===== config.mk =====
export PLATFORM = sky130hd
export DESIGN_NAME = inst_fetch_unit
export DESIGN_NICKNAME = d
export VERILOG_FILES = /design/src/rtl/inst_fetch_unit_pkg.sv /design/src/rtl/inst_fetch_unit_rsv_queue.sv /design/src/rtl/inst_fetch_unit.sv
export SDC_FILE = /design/constraint.sdc
export NUM_CORES = 1
export LEC_CHECK = 0
export CAP_MARGIN = 20
export CORE_UTILIZATION = 40
export DETAILED_ROUTE_END_ITERATION = 7
export PLACE_DENSITY = 0.58
export SYNTH_ARGS = -nofsm -noshare
export SYNTH_HDL_FRONTEND = slang
export SYNTH_HIERARCHICAL = 1
export SYNTH_SLANG_ARGS = --single-unit

===== constraint.sdc =====
create_clock -name clk -period 12 [get_ports clk]
set_input_delay 2.4 -clock clk [delete_from_list [all_inputs] [get_ports clk]]
set_output_delay 2.4 -clock clk [all_outputs]
set_load 0.05 [all_outputs]

===== src/rtl/inst_fetch_unit_pkg.sv =====
// Shared constants and types for the instruction fetch front end.
package inst_fetch_unit_pkg;
  localparam logic [31:0] BUBBLE       = 32'h0000_0013;
  localparam logic [31:0] DEF_RESET_PC = 32'h0000_0000;

  typedef struct packed {
    logic [31:0] pc;
    logic [31:0] inst;
  } fetch_ent_t;

  function automatic logic [31:0] word_align(input logic [31:0] a);
    return {a[31:2], 2'b00};
  endfunction
endpackage


===== src/rtl/inst_fetch_unit_rsv_queue.sv =====
// In-order reservation ring: slots are reserved at grant, filled on response, popped by decode.
module fetch_rsv_queue
  import inst_fetch_unit_pkg::*;
#(
  parameter int DEPTH = 4
)(
  input  logic                       clk,
  input  logic                       reset,
  input  logic                       i_flush,
  input  logic                       i_rsv,
  input  logic [31:0]                i_rsv_pc,
  input  logic                       i_fill,
  input  logic [31:0]                i_fill_inst,
  input  logic                       i_pop,
  output logic [$clog2(DEPTH):0]     o_count,
  output logic                       o_head_vld,
  output fetch_ent_t                 o_head
);
  localparam int PW = $clog2(DEPTH);
  localparam int CW = PW + 1;

  logic [DEPTH-1:0][31:0] r_pc;
  logic [DEPTH-1:0][31:0] r_inst;
  logic [DEPTH-1:0]       r_filled;
  logic [PW-1:0]          r_wr_ptr, r_fill_ptr, r_hd_ptr;
  logic [CW-1:0]          r_count;

  // Reserve, fill and pop always target distinct slots, so all three may land in one cycle.
  always_ff @(posedge clk or posedge reset) begin
    if (reset) begin
      r_pc       <= '0;
      r_inst     <= '0;
      r_filled   <= '0;
      r_wr_ptr   <= '0;
      r_fill_ptr <= '0;
      r_hd_ptr   <= '0;
      r_count    <= '0;
    end else if (i_flush) begin
      r_filled   <= '0;
      r_wr_ptr   <= '0;
      r_fill_ptr <= '0;
      r_hd_ptr   <= '0;
      r_count    <= '0;
    end else begin
      if (i_rsv) begin
        r_pc[r_wr_ptr]     <= i_rsv_pc;
        r_filled[r_wr_ptr] <= 1'b0;
        r_wr_ptr           <= r_wr_ptr + 1'b1;
      end
      if (i_fill) begin
        r_inst[r_fill_ptr]   <= i_fill_inst;
        r_filled[r_fill_ptr] <= 1'b1;
        r_fill_ptr           <= r_fill_ptr + 1'b1;
      end
      if (i_pop) begin
        r_filled[r_hd_ptr] <= 1'b0;
        r_hd_ptr           <= r_hd_ptr + 1'b1;
      end
      r_count <= r_count + CW'(i_rsv) - CW'(i_pop);
    end
  end

  assign o_count     = r_count;
  assign o_head_vld  = r_filled[r_hd_ptr];
  assign o_head.pc   = r_pc[r_hd_ptr];
  assign o_head.inst = r_inst[r_hd_ptr];
endmodule


===== src/rtl/inst_fetch_unit.sv =====
// Fetch front end: owns the fetch PC, issues imem reads, drops wrong-path responses after redirects.
module inst_fetch_unit
  import inst_fetch_unit_pkg::*;
#(
  parameter int          DEPTH           = 4,
  parameter logic [31:0] RESET_PC        = DEF_RESET_PC,
  parameter int          MAX_OUTSTANDING = 2
)(
  input  logic        clk,
  input  logic        reset,
  output logic        imem_req,
  output logic [31:0] imem_addr,
  input  logic        imem_gnt,
  input  logic        imem_rvalid,
  input  logic [31:0] imem_rdata,
  input  logic        redirect_valid,
  input  logic [31:0] redirect_target,
  output logic        if_valid,
  input  logic        if_ready,
  output logic [31:0] if_pc,
  output logic [31:0] if_inst
);
  localparam int CW = $clog2(DEPTH) + 1;
  localparam int OW = $clog2(MAX_OUTSTANDING + 1);
  localparam logic [CW-1:0] DEPTH_C = CW'(DEPTH);
  localparam logic [OW-1:0] MAXO_C  = OW'(MAX_OUTSTANDING);

  logic [31:0]   r_fetch_pc;
  logic [OW-1:0] r_out, r_drop;
  logic [CW-1:0] w_count;
  logic          w_head_vld, w_req, w_issue, w_rv_ok, w_fill, w_pop;
  fetch_ent_t    w_head;

  assign w_req     = !redirect_valid && (w_count < DEPTH_C) && (r_out < MAXO_C) && (r_drop == '0);
  assign imem_req  = w_req && !reset;
  assign imem_addr = r_fetch_pc;
  assign w_issue   = imem_req && imem_gnt;
  // A response with nothing outstanding is a protocol violation and is ignored.
  assign w_rv_ok   = imem_rvalid && (r_out != '0);
  assign w_fill    = w_rv_ok && (r_drop == '0);

  assign if_valid  = w_head_vld && !redirect_valid;
  assign w_pop     = if_valid && if_ready;
  assign if_pc     = if_valid ? w_head.pc   : 32'h0;
  assign if_inst   = if_valid ? w_head.inst : BUBBLE;

  always_ff @(posedge clk or posedge reset) begin
    if (reset) begin
      r_fetch_pc <= RESET_PC;
      r_out      <= '0;
      r_drop     <= '0;
    end else begin
      r_out <= r_out + OW'(w_issue) - OW'(w_rv_ok);
      if (redirect_valid) begin
        // Everything still in flight after this cycle belongs to the wrong path.
        r_fetch_pc <= word_align(redirect_target);
        r_drop     <= r_out - OW'(w_rv_ok);
      end else begin
        if (w_issue)
          r_fetch_pc <= r_fetch_pc + 32'd4;
        if ((r_drop != '0) && w_rv_ok)
          r_drop <= r_drop - 1'b1;
      end
    end
  end

  fetch_rsv_queue #(.DEPTH(DEPTH)) u_rsvq (
    .clk         (clk),
    .reset       (reset),
    .i_flush     (redirect_valid),
    .i_rsv       (w_issue),
    .i_rsv_pc    (r_fetch_pc),
    .i_fill      (w_fill),
    .i_fill_inst (imem_rdata),
    .i_pop       (w_pop),
    .o_count     (w_count),
    .o_head_vld  (w_head_vld),
    .o_head      (w_head)
  );

  a_rvalid_orphan: assert property (@(posedge clk) disable iff (reset)
    !(imem_rvalid && (r_out == '0)));
endmodule


==> out/metrics.csv, run 1 <==
metric,value,unit
Worst Slack Setup Final,4.40,ns
most numerous cell in the Yosys netlist,dfrtp_1,
Leak,8.27,nW
final count of negative-setup-slack endpoints,0,
core area,35800,um2
Final Total Pwr,2.92,mW
Netlist cell types,56,
WP data arrival,5.20,ns
global-route wire length before repair,53600,um
largest cells by area after synthesis,"dfrtp_1, mux2_2, mux4_2",
clock buffer depth,3,
DIE AREA,37500,um2
measured slew at the worst slew-check pin,0.940,ns
Layout area overhead,20.4,%
ANT nets after route,0,
WS Path Type,in -> out,
Hold Crit Endpoint,u_rsvq/r_inst[119]$_DFFE_PP0P_,
Layout Skew,0.0247,ns
"Clk Latency, worst-skew pair",0.51,ns
CTS tree,done,
fill count,3168,
Avg WL per Cell,20.0,um
Die Wd,194,um
worst r2r dst,u_rsvq/o_count[2]$_DFF_PP0_,
Ant. Diodes,0,
setup_tns,0,ns
"Req. time, crit path",9.60,ns
Synth Flop Type,dfrtp_1,
"Avg Cell Area, Syn",14.6,um2
number of synthesized flops with an enable pin,0,
Setup crit end kind,output port,
synth cell count leaders,"dfrtp_1, mux2_2, and2_1",
"CTS clk-pin slew, worst paths",0.06,ns
Num CTS Buffers,36,
Worst Reg-to-Reg Cells,10,
Final Critical Period,7.60,ns
flop-to-flop setup slack,8.35,ns
I/O pins,168,
largest net degree at the start of global routing,136,
post-synthesis sequential area ratio,51.6,%
DP Cell Count,1582,
total number of yosys warnings,6,
fin util,49.4,%
fin. max-slew vios,0,
RR Startpoint,u_rsvq/r_hd_ptr[1]$_DFFE_PP0P_,
Post-CTS Setup Bufs,0,
Peak VDD IR,113,uV
Total Routing Usage GR,17.9,%
# port buffers,163,
layout cells sized above 1,34.0,%
GR Overflow Total,0,
Worst slew margin,37.3,%
Startpoint Class,input port,
Final Wtd Congestion,0.753,
Final Non-Filler Cells,1644,
via count,8816,
mapped cell area,14700,um2
hold_sp,u_rsvq/r_inst[119]$_DFFE_PP0P_,
Fmax,0.132,GHz
"Hold-fix buffers, CTS",0,
clk sinks,303,
Detailed Route WL,32800,um
outcome,"complete, no violations",
ys async rst share,100,%
RSZ-0062 raised after global routing,no,
max-cap violations,0,
Initial DRC Count,419,
WHS Path Cells,1,
nets,1249,
Fin. Hold Viols,0,
Pwr Density,165,nW/um2
drt via density,5.36,
drt first pass iters,5,
# DRC,0,
Mapped Cells,1004,
Final HPWL DP,19800,um
top-area cell type share of the netlist area,51.6,%
Initial Utilization,41.0,%
H-Tree Depth,2,
vias in the first global route,9437,
Placement Setup Slack,4.36,ns
Core Rows,69,
Hold Path Class,reg -> reg,
Die H,194,um
period utilization,63.3,%
crit-path max FO,70,
CTS root buffer,clkbuf_16,
CTS resizes,0,
initial antenna violation count,2,
#FFs+latches synth,303,
leading area contributor after synthesis,dfrtp_1,
-- per-layer routing --
| metal | GRT usage, % | part of all wire (%) |
|---|---|---|
| met1 | 24.6 | 45 |
| met2 | 29.3 | 48 |
| met3 | 3.27 | 4.5 |
| met4 | 4.33 | 1.8 |
| met5 | 0 | 0.076 |
-- cells by family (layout without fill, tap and decap cells) --
kind of cell / after synthesis / count (layout) / synth area share (%)
other cells: 1 / 10 / 0.0255
flops: 303 / 303 / 51.6
compound gates: 69 / 69 / 3.40
buf+inv: 81 / 251 / 3.92
mux: 326 / 326 / 30.3
simple gates: 194 / 194 / 8.27
xor+xnor: 10 / 10 / 0.689
fa+ha+maj: 20 / 20 / 1.75
-- worst max-delay path: stages --
cell,delay [ns]
buf_2,0.09
buf_4,0.33
nor2b_4,0.75
buf_4,0.50
and2_1,0.26
clkdlybuf4s50_1,0.82
-- layout make-up --
cell class	count	area (um2)	area share, %
repair buffers	170	1690	9.56
flip-flops and latches	303	7590	42.9
inverters	19	78.8	0.445
clock buffers	52	1060	5.99
clock inverters	10	119	0.672
multi-input cells	629	6580	37.2
well taps	461	577	3.26
-- registers in the layout (all words and copies together) (netlist names) --
register           flops
u_rsvq/r_inst        128
u_rsvq/r_pc          128
imem_addr             30
u_rsvq/r_filled        4
u_rsvq/o_count         3
r_drop                 2
r_out                  2
u_rsvq/r_fill_ptr      2
u_rsvq/r_hd_ptr        2
u_rsvq/r_wr_ptr        2
-- per-stage QoR --
step,cell area (um2),hold slack [ns]
after global placement,16500,0.471
after detailed placement,16500,0.481
final,17700,0.489
after floorplan,14700,0.459
after CTS,17700,0.494
after global routing,17700,0.507
-- cells in the final DEF, fill, tap and decap left out, types with 3 or more instances in the layout --
master and instances:
dfrtp_1 301, xnor2_1 7, a22oi_1 5, or4_1 3
mux2i_1 5, a21bo_2 4, mux4_2 62, mux4_1 3
mux2_1 4, a221oi_1 4, o211ai_1 6, and2_1 65
o311ai_0 12, buf_4 6, nor2b_1 11, inv_1 17
clkbuf_1 6, nand3_1 15, a221o_1 4, nor3_1 4
ha_1 19, nor2_1 21, mux2_2 238, a21oi_1 3
nand2_1 33, a21o_1 4, o21ai_0 19, nand2b_1 4
nand3b_4 8, a31oi_1 4, and3_1 5, nand4_1 11
clkbuf_16 36, clkdlybuf4s50_1 162, clkbuf_8 10, clkinv_2 5
mux2_4 14, conb_1 10
-- how the worst max path moves through the flow --
stage / from / endpoint / cells past startpoint
after global routing: redirect_valid / if_pc[1] / 6
after floorplan: reset / u_rsvq/o_count[0]$_DFF_PP0_ / 1
final: redirect_valid / if_pc[31] / 6
after detailed placement: redirect_valid / if_pc[31] / 6
after global placement: redirect_valid / if_pc[31] / 6
after CTS: redirect_valid / if_pc[31] / 6
-- report_power, final --
part	leakage [nW]	switching, mW	total (mW)	internal (mW)
Clock	0.586	0.415	1.07	0.657
Combinational	3.60	0.251	0.570	0.319
Sequential	4.09	0.104	1.28	1.18
No activity file was read; power rests on OpenSTA's default activity.
==> run 2, diff against run 1 <==
PLACE_DENSITY = 0.6   (was 0.58)
clock period = 6.6 ns   (was 12 ns; I/O delays follow)
==> run 2 against run 1 <==
Effect of this change:
- clock-buffer cell count down 1
- hold slack better by 0.0015 ns
- flip-flop and latch count did not move
- core utilization down 0.17 points
- register-to-register slack worse by 5.4 ns
- die area unchanged
- sequential share of layout area is 0.15 points higher
- clock power is 74% higher
- total power grew 78%
- non-clock buffer count grew 2
- setup slack got worse by 2.7 ns
==> out/metrics.csv, run 2 (synthesis results as in run 1) <==
metric,value,unit,change
"Req. time, crit path",5.28,ns,was 9.60 ns
# DRC,0,,unchanged
Worst Slack Setup Final,1.71,ns,was 4.40 ns
# port buffers,163,,unchanged
DIE AREA,37500,um2,unchanged
Final Total Pwr,5.20,mW,was 2.92 mW
layout cells sized above 1,33.8,%,was 34.0%
Post-CTS Setup Bufs,0,,unchanged
Hold Path Class,reg -> reg,,unchanged
Multi-input gate area,6580,um2,unchanged
Num CTS Buffers,35,,was 36
Sw Share,26.3,%,about the same
fill count,3107,,was 3168
final instance area,17600,um2,was 17700 um2
nets,1250,,was 1249
drt via density,5.40,,was 5.36
CTS resizes,0,,unchanged
WS Path Type,reg -> out,,was in -> out
"most common cell after layout, fill and taps aside",dfrtp_1,,unchanged
H-Tree Depth,2,,unchanged
Die Wd,194,um,unchanged
Fin Hold WS,0.491,ns,was 0.489 ns
Leak,8.24,nW,was 8.27 nW
ANT nets after route,0,,unchanged
Detailed Route WL,33300,um,was 32800 um
drt first pass iters,5,,unchanged
CTS tree,done,,unchanged
crit-path cells,buf_4 > mux4_2 > and2_1 > clkdlybuf4s50_1,,was buf_2 > buf_4 > nor2b_4 > buf_4 > and2_1 > clkdlybuf4s50_1
Final HPWL DP,19900,um,was 19800 um
initial antenna violation count,2,,unchanged
worst r2r dst,u_rsvq/o_count[2]$_DFF_PP0_,,unchanged
Fmax,0.204,GHz,
Int Pwr,3.84,mW,was 2.15 mW
core area,35800,um2,unchanged
setup_tns,0,ns,unchanged
clock buffer depth,3,,unchanged
Layout area overhead,20.0,%,was 20.4%
"Clk Latency, worst-skew pair",0.51,ns,about the same
fin. max-slew vios,0,,unchanged
global-route wire length before repair,53900,um,was 53600 um
Die H,194,um,unchanged
"CTS clk-pin slew, worst paths",0.05,ns,was 0.06 ns
Crit path max-delay family,buffers and inverters,,unchanged
I/O pins,168,,unchanged
period utilization,74.1,%,
WP data arrival,3.57,ns,was 5.20 ns
max incr delay on CP,0.98,ns,was 0.82 ns
Fin. Hold Viols,0,,unchanged
sequential standard cell area,7590,um2,unchanged
Worst Reg-to-Reg Cells,11,,was 10
Hold Crit Endpoint,u_rsvq/r_inst[116]$_DFFE_PP0P_,,was u_rsvq/r_inst[119]$_DFFE_PP0P_
Layout Skew,0.0182,ns,was 0.0247 ns
sequential share of power,44.8,%,was 43.8%
Peak VDD IR,181,uV,was 113 uV
critical path depth in cells,4,,was 6
outcome,"complete, no violations",,unchanged
Core Rows,69,,unchanged
GR Overflow Total,0,,unchanged
Final Non-Filler Cells,1643,,was 1644
Avg WL per Cell,20.3,um,was 20.0 um
CTS root buffer,clkbuf_16,,unchanged
RR Startpoint,u_rsvq/r_hd_ptr[0]$_DFFE_PP0P_,,was u_rsvq/r_hd_ptr[1]$_DFFE_PP0P_
max-cap violations,0,,unchanged
RSZ-0062 raised after global routing,no,,unchanged
vias in the first global route,9412,,was 9437
Total Routing Usage GR,18.2,%,was 17.9%
most frequent cells in the layout,"dfrtp_1, mux2_2, clkdlybuf4s50_1",,unchanged
Initial DRC Count,329,,was 419
crit path max-delay cell type,dfrtp_4,,was clkdlybuf4s50_1
power share of the clock group,35.7,%,was 36.7%
Ant. Diodes,0,,unchanged
final count of negative-setup-slack endpoints,0,,unchanged
Startpoint Class,register,,was input port
clk sinks,303,,unchanged
crit-path max FO,45,,was 70
measured slew at the worst slew-check pin,0.983,ns,was 0.940 ns
flop-to-flop setup slack,2.94,ns,was 8.35 ns
Setup crit end kind,output port,,unchanged
Worst slew margin,34.5,%,was 37.3%
Placed Instance Area,16500,um2,about the same
hold_sp,u_rsvq/r_inst[116]$_DFFE_PP0P_,,was u_rsvq/r_inst[119]$_DFFE_PP0P_
Placement Setup Slack,1.87,ns,was 4.36 ns
Pwr Density,295,nW/um2,was 165 nW/um2
Final Critical Period,4.89,ns,
Final Wtd Congestion,0.767,,was 0.753
buffer and inverter count on the worst path,2,,was 4
Initial Utilization,41.0,%,unchanged
WHS Path Cells,1,,unchanged
Psw,1.37,mW,was 770 uW
DP Cell Count,1584,,was 1582
largest net degree at the start of global routing,178,,was 136
"Hold-fix buffers, CTS",0,,unchanged
combinational share of power,19.5,%,about the same
fin util,49.2,%,was 49.4%
via count,8867,,was 8816
## run 2: cell count changes in the layout (fill, tap and decap cells not counted)
cell        change
buf_4           +2
bufinv_16       -1
clkbuf_1        +2
clkbuf_8        -3
clkinvlp_4      +1
inv_6           -1
inv_8           -1
## run 2: worst max-delay path by stage
stage                                        start                           to  slack, ns
floorplan                                    reset  u_rsvq/o_count[0]$_DFF_PP0_       1.73
global placement                             reset  u_rsvq/r_pc[13]$_DFFE_PP0P_       1.91
finish              u_rsvq/r_hd_ptr[0]$_DFFE_PP0P_                    if_pc[18]       1.71
global route        u_rsvq/r_hd_ptr[0]$_DFFE_PP0P_                    if_pc[17]       1.52
CTS                 u_rsvq/r_hd_ptr[0]$_DFFE_PP0P_                    if_pc[18]       1.61
detailed placement                           reset  u_rsvq/r_pc[31]$_DFFE_PP0P_       1.87
## run 2: final cells by class
| type | instances | area share, % |
|---|---|---|
| clock buffers | 51 | 5.82 |
| clock inverters | 8 | 0.454 |
| inverters | 19 | 0.426 |
| multi-input cells | 629 | 37.3 |
| flip-flops and latches | 303 | 43.0 |
| well taps | 461 | 3.27 |
| repair buffers | 172 | 9.68 |
## run 2: power by group through the flow
stage               registers (mW)  logic, mW  clock network, mW
floorplan                     2.36      0.734                  0
global placement              2.35       1.01                  0
detailed placement            2.36       1.03                  0
CTS                           2.33       1.03               1.92
global route                  2.37       1.10               2.00
finish                        2.33       1.01               1.86
## run 2: layer usage
layer  global-route usage [%]  part of all wire (%)  vias up
li1                         -                     -     3994
met1                     24.8                    44     4654
met2                     29.6                    49      170
met3                     3.93                   4.9       45
met4                     4.24                   1.7        4
met5                        0                 0.078        -
==> run 3, diff against run 2 <==
clock period = 4.1 ns   (was 6.6 ns; I/O delays follow)
==> run 3 against run 2 <==
Effect of this change:
- flip-flop and latch count stayed put
- final area is 2.7% higher
- wire length hardly changed
- largest power group unchanged
- highest routed layer unchanged
==> out/metrics.csv, run 3 (synthesis results as in run 1) <==
metric,value,unit,change
outcome,"complete, no violations",,unchanged
WS Path Type,in -> out,,was reg -> out
Num CTS Buffers,35,,unchanged
Fin. Hold Viols,0,,unchanged
fin. max-slew vios,0,,unchanged
core area,35800,um2,unchanged
"Req. time, crit path",3.28,ns,was 5.28 ns
layout cells sized above 1,40.3,%,was 33.8%
Total Routing Usage GR,18.1,%,was 18.2%
Die H,194,um,unchanged
Leak,8.58,nW,was 8.24 nW
Placed Instance Area,16900,um2,was 16500 um2
H-Tree Depth,2,,unchanged
Final Critical Period,3.63,ns,
final instance area,18100,um2,was 17600 um2
"Clk Latency, worst-skew pair",0.51,ns,about the same
fill count,3098,,was 3107
fin util,50.6,%,was 49.2%
Hold Path Class,reg -> reg,,unchanged
Final Total Pwr,8.61,mW,was 5.20 mW
"CTS clk-pin slew, worst paths",0.06,ns,was 0.05 ns
via count,8877,,was 8867
CTS resizes,0,,unchanged
Pwr Density,475,nW/um2,was 295 nW/um2
final count of negative-setup-slack endpoints,0,,unchanged
"most common cell after layout, fill and taps aside",dfrtp_1,,unchanged
global-route wire length before repair,53900,um,about the same
Final Non-Filler Cells,1661,,was 1643
sequential standard cell area,7590,um2,unchanged
ANT nets after route,0,,unchanged
Final HPWL DP,20600,um,was 19900 um
clk sinks,303,,unchanged
WP data arrival,2.81,ns,was 3.57 ns
Final Wtd Congestion,0.753,,was 0.767
met3 GRT Util,3.44,%,was 3.93%
clock buffer depth,3,,unchanged
measured slew at the worst slew-check pin,0.744,ns,was 0.983 ns
vias in the first global route,9421,,was 9412
I/O pins,168,,unchanged
Peak VDD IR,407,uV,was 181 uV
GR Overflow Total,0,,unchanged
period utilization,88.4,%,
# DRC,0,,unchanged
drt first pass iters,4,,was 5
Fmax,0.276,GHz,
Layout area overhead,23.2,%,was 20.0%
GR Util met2,29.3,%,was 29.6%
Layout Skew,0.0209,ns,was 0.0182 ns
DIE AREA,37500,um2,unchanged
Multi-input gate area,6580,um2,about the same
grt met1 use,25.1,%,was 24.8%
initial antenna violation count,1,,was 2
largest net degree at the start of global routing,69,,was 178
Post-CTS Setup Bufs,0,,unchanged
max-cap violations,0,,unchanged
drt via density,5.34,,was 5.40
most frequent cells in the layout,"dfrtp_1, mux2_2, clkdlybuf4s50_1",,unchanged
global routing's busiest layer,met2,,unchanged
DP Cell Count,1597,,was 1584
"Hold-fix buffers, CTS",0,,unchanged
Initial DRC Count,422,,was 329
Initial Utilization,41.0,%,unchanged
# port buffers,163,,unchanged
Ant. Diodes,0,,unchanged
crit-path max FO,3,,was 45
Core Rows,69,,unchanged
CTS root buffer,clkbuf_16,,unchanged
Setup crit end kind,output port,,unchanged
Avg WL per Cell,20.1,um,was 20.3 um
Startpoint Class,input port,,was register
Detailed Route WL,33300,um,about the same
Die Wd,194,um,unchanged
RSZ-0062 raised after global routing,no,,unchanged
CTS tree,done,,unchanged
Worst slew margin,50.3,%,was 34.5%
nets,1263,,was 1250
Fin Hold WS,0.485,ns,was 0.491 ns
==> run 3: layout make-up <==
cell class	count	share of cell area [%]
repair buffers	185	11.6
clock buffers	48	5.61
multi-input cells	629	36.3
inverters	19	0.414
flip-flops and latches	303	41.9
well taps	461	3.18
clock inverters	16	0.953
==> run 3: critical path, cell delays in order <==
cell and delay, ns:
clkdlybuf4s50_1 0.50, nor4b_4 0.39, nor2b_1 0.25, clkdlybuf4s50_1 0.84
==> run 3: worst paths after layout <==
check                                                      end                      startpoint  slack (ns)  cells past startpoint
min in group asynchronous                   r_out[0]$_DFF_PP0_                           reset        0.88                      3
worst max-delay path                                  imem_req                           reset        0.47                      4
worst max register to register     u_rsvq/o_count[2]$_DFF_PP0_  u_rsvq/r_hd_ptr[0]$_DFFE_PP0P_        1.16                     10
worst min-delay path            u_rsvq/r_inst[116]$_DFFE_PP0P_  u_rsvq/r_inst[116]$_DFFE_PP0P_        0.49                      1
max in group asynchronous          u_rsvq/r_pc[49]$_DFFE_PP0P_                           reset        2.32                      3
worst min register to register  u_rsvq/r_inst[116]$_DFFE_PP0P_  u_rsvq/r_inst[116]$_DFFE_PP0P_        0.49                      1
==> run 3: routing by layer <==
layer  routed length [um]  up-vias
li1                     -     4018
met1                15300     4649
met2                16100      167
met3                 1430       41
met4                  489        2
met5                   13        -
==> run 3: power breakdown <==
group	internal (mW)	switching, mW
Clock	1.93	1.23
Sequential	3.44	0.298
Combinational	0.982	0.725
Total	6.36	2.25
==> run 3: per-stage QoR <==
step                worst slack, ns  TNS [ns]
floorplan                    -0.273    -73.56
global placement              0.469         0
global route                  0.434         0
finish                        0.474         0
CTS                           0.478         0
detailed placement            0.480         0
